===== src/rtl/hub75_bcm_driver.sv =====
// HUB75 row driver: shifts one captured scan row out as BITS bit planes per chain,
// latching each plane and lighting it for BASE_OE<<plane cycles (binary-code modulation).
module hub75_bcm_driver #(
  parameter int NUM_PIX    = 64,
  parameter int SCAN_RATE  = 32,
  parameter int BITS       = 3,
  parameter int NUM_CHAINS = 1,
  parameter int CLK_DIV    = 2,
  parameter int BASE_OE    = 8,
  parameter int ADDR_W     = $clog2(SCAN_RATE)
) (
  input  logic                                 clk_in,
  input  logic                                 rst_in,
  input  logic [NUM_CHAINS*2*NUM_PIX*3*BITS-1:0] pixel_data,
  input  logic [ADDR_W-1:0]                    address_data,
  input  logic                                 tvalid,
  output logic                                 tready,
  input  logic                                 blank_in,
  output logic                                 row_done,
  output logic [3*NUM_CHAINS-1:0]              rgb0,
  output logic [3*NUM_CHAINS-1:0]              rgb1,
  output logic                                 led_clk,
  output logic                                 led_latch,
  output logic                                 led_output_enable,
  output logic [ADDR_W-1:0]                    hub75_address,
  output logic [1:0]                           fsm_state
);

  localparam int PIX_W   = (NUM_PIX > 1) ? $clog2(NUM_PIX) : 1;
  localparam int PLANE_W = (BITS > 1) ? $clog2(BITS) : 1;
  localparam int DIV_W   = $clog2(2 * CLK_DIV) + 1;
  localparam int SHOW_W  = $clog2(BASE_OE << (BITS - 1)) + 1;

  typedef enum logic [1:0] {IDLE, SHIFT, LATCH, SHOW} state_t;

  state_t state, state_next;

  // Captured row, indexed [chain][half][pixel][R,G,B][bit]; chain 0 / half 0 / pixel 0 at the LSBs.
  logic [NUM_CHAINS-1:0][1:0][NUM_PIX-1:0][2:0][BITS-1:0] data_q;
  logic [ADDR_W-1:0]  addr_q;
  logic [DIV_W-1:0]   div_cnt;
  logic [PIX_W-1:0]   pix;
  logic [PLANE_W-1:0] plane;
  logic [SHOW_W-1:0]  show_cnt;
  logic [SHOW_W-1:0]  show_len;

  logic shift_last, latch_last, show_last, plane_last;

  assign show_len   = SHOW_W'(BASE_OE) << plane;
  assign shift_last = (div_cnt == DIV_W'(2 * CLK_DIV - 1)) && (pix == PIX_W'(NUM_PIX - 1));
  assign latch_last = (div_cnt == DIV_W'(CLK_DIV));
  assign show_last  = (show_cnt == show_len - 1'b1);
  assign plane_last = (plane == PLANE_W'(BITS - 1));

  // Handshake: a row transfers on the clk edge where tvalid && tready; tready is high only
  // in IDLE outside reset, and tvalid/pixel_data/address_data are ignored at all other times.
  assign tready            = (state == IDLE) && !rst_in;
  assign led_clk           = (state == SHIFT) && (div_cnt >= DIV_W'(CLK_DIV));
  assign led_latch         = (state == LATCH) && (div_cnt != '0);
  assign led_output_enable = (state != SHOW) || blank_in;
  assign fsm_state         = state;

  always_ff @(posedge clk_in or posedge rst_in) begin
    if (rst_in) state <= IDLE;
    else        state <= state_next;
  end

  always_comb begin
    state_next = state;
    case (state)
      IDLE:    if (tvalid) state_next = SHIFT;
      SHIFT:   if (shift_last) state_next = LATCH;
      LATCH:   if (latch_last) state_next = SHOW;
      SHOW:    if (show_last) state_next = plane_last ? IDLE : SHIFT;
      default: state_next = IDLE;
    endcase
  end

  always_ff @(posedge clk_in or posedge rst_in) begin
    if (rst_in) begin
      data_q        <= '0;
      addr_q        <= '0;
      div_cnt       <= '0;
      pix           <= '0;
      plane         <= '0;
      show_cnt      <= '0;
      hub75_address <= '0;
      row_done      <= 1'b0;
    end else begin
      row_done <= 1'b0;
      case (state)
        IDLE: begin
          div_cnt  <= '0;
          pix      <= '0;
          plane    <= '0;
          show_cnt <= '0;
          if (tvalid) begin
            data_q <= pixel_data;
            addr_q <= address_data;
          end
        end
        SHIFT: begin
          // pix holds on the last pixel so rgb stays put through LATCH and SHOW
          if (div_cnt == DIV_W'(2 * CLK_DIV - 1)) begin
            div_cnt <= '0;
            if (!shift_last) pix <= pix + 1'b1;
          end else begin
            div_cnt <= div_cnt + 1'b1;
          end
        end
        LATCH: begin
          if (div_cnt == '0) hub75_address <= addr_q;
          div_cnt <= latch_last ? '0 : div_cnt + 1'b1;
        end
        SHOW: begin
          if (show_last) begin
            show_cnt <= '0;
            if (plane_last) begin
              row_done <= 1'b1;
            end else begin
              plane <= plane + 1'b1;
              pix   <= '0;
            end
          end else begin
            show_cnt <= show_cnt + 1'b1;
          end
        end
        default: ;
      endcase
    end
  end

  for (genvar c = 0; c < NUM_CHAINS; c++) begin : g_chain
    for (genvar k = 0; k < 3; k++) begin : g_colour
      assign rgb0[3*c+k] = data_q[c][0][pix][k][plane];
      assign rgb1[3*c+k] = data_q[c][1][pix][k][plane];
    end
  end

endmodule


===== config.mk =====
export PLATFORM = sky130hd
export DESIGN_NAME = hub75_bcm_driver
export DESIGN_NICKNAME = d
export VERILOG_FILES = /design/src/rtl/hub75_bcm_driver.sv
export SDC_FILE = /design/constraint.sdc
export NUM_CORES = 2
export LEC_CHECK = 0
export CAP_MARGIN = 10
export CORE_AREA = 2 2 456 458
export DETAILED_ROUTE_END_ITERATION = 10
export DIE_AREA = 0 0 458 460
export GPL_TIMING_DRIVEN = 0
export PLACE_DENSITY = 0.44
export SYNTH_ARGS = -nofsm -noshare
export SYNTH_HDL_FRONTEND = slang
export SYNTH_SLANG_ARGS = --single-unit

===== constraint.sdc =====
create_clock -name clk_in -period 124.8 [get_ports clk_in]
set_input_delay 24.96 -clock clk_in [delete_from_list [all_inputs] [get_ports clk_in]]
set_output_delay 24.96 -clock clk_in [all_outputs]
set_load 0.03 [all_outputs]

==> Word level (Yosys, flattened, before mapping) <==
Cells that the tools add are included.
Widths: inputs -> output; s select.
{ "totals": {"rom_bits": 0, "reg_bits": 1182, "latch_bits": 0, "elab_cells": 472, "input_bits": 1161, "out_inout_bits": 18, "ramBits": 0, "memories": 0} }
{ "op_classes": {"reduce_logical": 17, "muxes": 38, "shift": 1, "eq_ne": 16, "n_div": 0, "magnitude_cmp": 3, "add_sub_neg": 5, "multipliers": 0, "bitwise_logic": 0} }
{ "op_table": {"columns": ["cell", "count"], "rows": [
  ["$bmux 9 s6", 2],
  ["$mux 6", 5],
  ["$mux 9", 2],
  ["$pmux 6 s3", 1],
  ["$ne 2x2->1 const B", 8],
  ["$add 6x1->6 const B", 2],
  ["$bmux 1 s2", 6],
  ["$mux 2", 6],
  ["$pmux 6 s2", 1],
  ["$mux 1", 10],
  ["$pmux 3 s3", 1],
  ["$reduce_bool 3->1", 3],
  ["$pmux 2 s4", 1],
  ["$lt 6x7->1 const B", 1],
  ["$eq 2x2->1 const B", 3],
  ["$eq 3x2->1 const B", 2],
  ["$eq 6x6->1", 1],
  ["$eq 6x6->1 const B", 1],
  ["$mux 3", 2],
  ["$shl 4x2->6 const A", 1],
  ["$sub 6x1->6 const B", 1],
  ["$reduce_and 5->1", 1],
  ["$logic_and 1x1->1", 4],
  ["$pmux 2 s2", 1],
  ["13 further kinds", 14]
]} }

==> Logic depth before layout (Yosys ltp) <==
{ "depth": {"word_depth": 5, "depth_mapped": 11, "mapped_depth_nobuf": 8} }

==> Worst setup path after synthesis <==
No wires, ideal clock.
{ "synth_timing": {"path_type": "input to output", "from": "input rst_in", "to": "output tready", "t_required_ns": 99.840, "slack_ns": 74.478, "t_arrival_ns": 25.362, "cell_stages": 1, "n_path_buf": 0, "cell_sequence": "nor2_1"} }
{ "synth_via": {"elab_chain_len": 2} }
{ "synth_rtl": {"columns": ["item", "line", "source"], "rows": [
  ["from (decl)", "13", "input logic rst_in,"],
  ["$logic_not 1->1 (no line)", null, null],
  ["$logic_and 1x1->1", "57", "assign tready = (state == IDLE) && !rst_in;"],
  ["to (decl)", "17", "output logic tready,"]
]} }
No other way between the ends.

==> Worst setup path after layout <==
{ "layout_timing": {"from": "input blank_in", "to": "output led_output_enable"} }
{ "layout_via": {"elab_chain_len": 1} }
{ "layout_rtl": {"columns": ["item", "line", "source"], "rows": [
  ["from (decl)", "18", "input logic blank_in,"],
  ["$logic_or 1x1->1", "60", "assign led_output_enable = (state != SHOW) || blank_in;"],
  ["to (decl)", "24", "output logic led_output_enable,"]
]} }
No other way between the ends.

==> metrics <==
EDFF count, synth 0; main combinational cell family by area after synthesis multiplexers; Final HPWL DP 231900 um; post-CTS sizing 0; min-delay src data_q[566]; mux cell area share after synthesis 0.3758; Site Rows 167; commonest cells in the netlist 1182 x dfrtp_1, 1170 x mux2_2, 251 x mux4_2; H-tree levels 4; f_max 19.50 MHz; CTS tree done; post-synthesis register bit count 1182; final setup vio count 0; Die W 458 um; Pwr Density 11.81 mW/mm^2; Max Buffers Root-to-Sink 3; worst hold endpoint data_q[566]; r2r endpoint data_q[145]; core box area 0.2060 mm^2; Post-Syn Nets 4580; worst reg-to-reg path cell count 7; chip height 460 um; CP max FO 1; Async SR Flop Fraction 1.000; GR Overflow Total 0; post-synth top area cell dfrtp_1; initial antenna violation count between 200 and 250; DR vias/cell 4.980; Yosys cell types 56; total CTS buffers 151; Synth Flop Type dfrtp_1; area post-placement 0.06916 mm^2; Synth Area in Compound Gates 0.02660; GRT Total Usage 0.2764; Worst EP arrival 26.31 ns; Setup Skew 0.01870 ns; RSZ-0062 raised after global routing false; static leakage 0.03514 uW; CTS sink count 1182; Hold Path Class flip-flop to flip-flop; post-route cell area between 0.07 and 0.08 mm^2; Initial Utilization 0.2596; RePlAce Congestion ~0.89; worst reg-to-reg setup slack around 120 ns; vias 38096; Max rail drop VDD 0.00001367 V; Die Footprint 0.2107 mm^2; initial drt markers 2413; postcts setup bufs 0; Critical Path RT approximately 100 ns; total of max-cap violations 0; Worst Hold Depth 1; Slew Limit Headroom 0.1127; Skew-Pair Late Insertion Delay 0.80 ns; Syn-to-layout area delta 38.96%; Worst-Margin Slew roughly 1.3 ns; Adder-Cell Fraction of Synth Area 0.004211; ratio of cells with drive above 1 in the final layout 0.3629; hold-fix buffers at CTS 0; total iterations of the first detailed-routing run 5; Final Max Slew Viols 0; nets@finish about 6000; first-pass GRT wire length 384600 um; min Tclk post-route 51.27 ns; Final Hold Violating Endpoints 0; fin crit share 0.4108; reg2reg start fsm_state[0]; WL per Instance 38.66 um; I/O pins between 1000 and 1500; synthesized area 0.05348 mm^2; outcome complete, no violations; Filler Cell Count roughly 20000; cell count after synthesis 3401; Synth area leaders dfrtp_1 55%, mux2_2 25%, mux4_2 11%; Synth top area share 0.5530; remaining antenna violation count after routing 0; most common cell in the synthesized netlist dfrtp_1; CP Capture Type primary output; Port-buffer cells 1178; crit start category primary input; Post-Synth XOR/XNOR Area 0.001474; # DRC 0; clock slew at reported path FFs 0.05 ns; Root Driver clkbuf_16; synthesized area per cell 15.73 um^2; WS Path Type primary input to primary output; Post-Route WL 295800 um; largest net degree at the start of global routing 120; sequential fraction of the synthesis area 0.5530; Syn. warnings 0; setup TNS 0 ns; vias in the first global route 39936; simple-gate area share of the yosys netlist 0.01600
==> flip-flops by register name (all words and copies together) (netlist names) <==
name / flops
data_q: 1152
pix: 6
show_cnt: 6
addr_q: 5
hub75_address: 5
div_cnt: 3
fsm_state: 2
plane: 2
row_done: 1
==> layout make-up <==
class                      count  area, um^2  area share
clock inverter                39       375.4    0.005050
timing repair buffer        1202       12270      0.1651
clock buffer                 227        4583     0.06167
tap                         2704        3383     0.04552
antenna                       77       192.7    0.002593
sequential                  1182       29580      0.3980
buffer                       238        1156     0.01556
multi-input combinational   1961       22700      0.3054
inverter                      20       82.58    0.001111
==> critical path, cell delays in order <==
cell and delay, ns:
clkdlybuf4s50_1 0.55, nand2b_1 0.12, clkdlybuf4s50_1 0.68
==> power by group <==
part | leakage [uW] | internal, uW | switching [uW]
Sequential | 0.0165 | 383 | 0
Combinational | 0.0162 | 32.8 | 16.2
Clock | 0.00245 | 261 | 184
==> cells in the final DEF, fill, tap and decap left out, types with 28 or more instances in the layout <==
cell type        count
a21oi_1             35
buf_2               29
buf_4               34
clkbuf_1           187
clkbuf_16          158
clkbuf_8            37
clkdlybuf4s50_1   1178
dfrtp_1           1182
diode_2             77
mux2_2            1170
mux2i_1            127
mux4_2             251
nand2_1             70
nor2_1              29
o21ai_0             28
==> how the worst max path moves through the flow <==
stage | from | to | slack (ns)
4_1_cts | blank_in | led_output_enable | 73.51
5_1_grt | rst_in | tready | 73.48
6_report | blank_in | led_output_enable | 73.53
2_1_floorplan | rst_in | addr_q[0] | 66.54
3_3_place_gp | rst_in | data_q[110] | 47.97
3_5_place_dp | rst_in | tready | 73.51
==> layer usage <==
metal	track usage	part of all wire	vias to the layer above
li1	-	-	15646
met1	0.3290	0.39	20260
met2	0.4692	0.49	1491
met3	0.09025	0.076	537
met4	0.08992	0.035	162
met5	0	0.0033	-
==> metrics by stage <==
stage / worst slack, ns / util / hold slack (ns) / cells / power [uW]
finish: 73.53 / 0.3607 / 0.4982 / 7650 / 877.5
global route: 73.48 / 0.3601 / 0.5070 / 7596 / 907.2
CTS: 73.51 / 0.3597 / 0.4974 / 7572 / 889.7
detailed placement: 73.51 / 0.3357 / 0.4851 / 7306 / 440.2
global placement: 47.97 / 0.3333 / 0.4819 / 7283 / 440.4
floorplan: 66.54 / - / 0.4712 / 3401 / 397.0
==> cell families (layout without fill, tap and decap cells) <==
group | after synthesis | count (layout)
buffers and inverters | 258 | 1726
XOR/XNOR | 9 | 9
AND/OR/NAND/NOR | 179 | 179
multiplexers | 1548 | 1548
adder cells (fa/ha/maj) | 18 | 18
AO/OA/AOI/OAI | 207 | 207
other | 0 | 77
flip-flops | 1182 | 1182
Note: power is estimated with default switching activity, not from simulation.
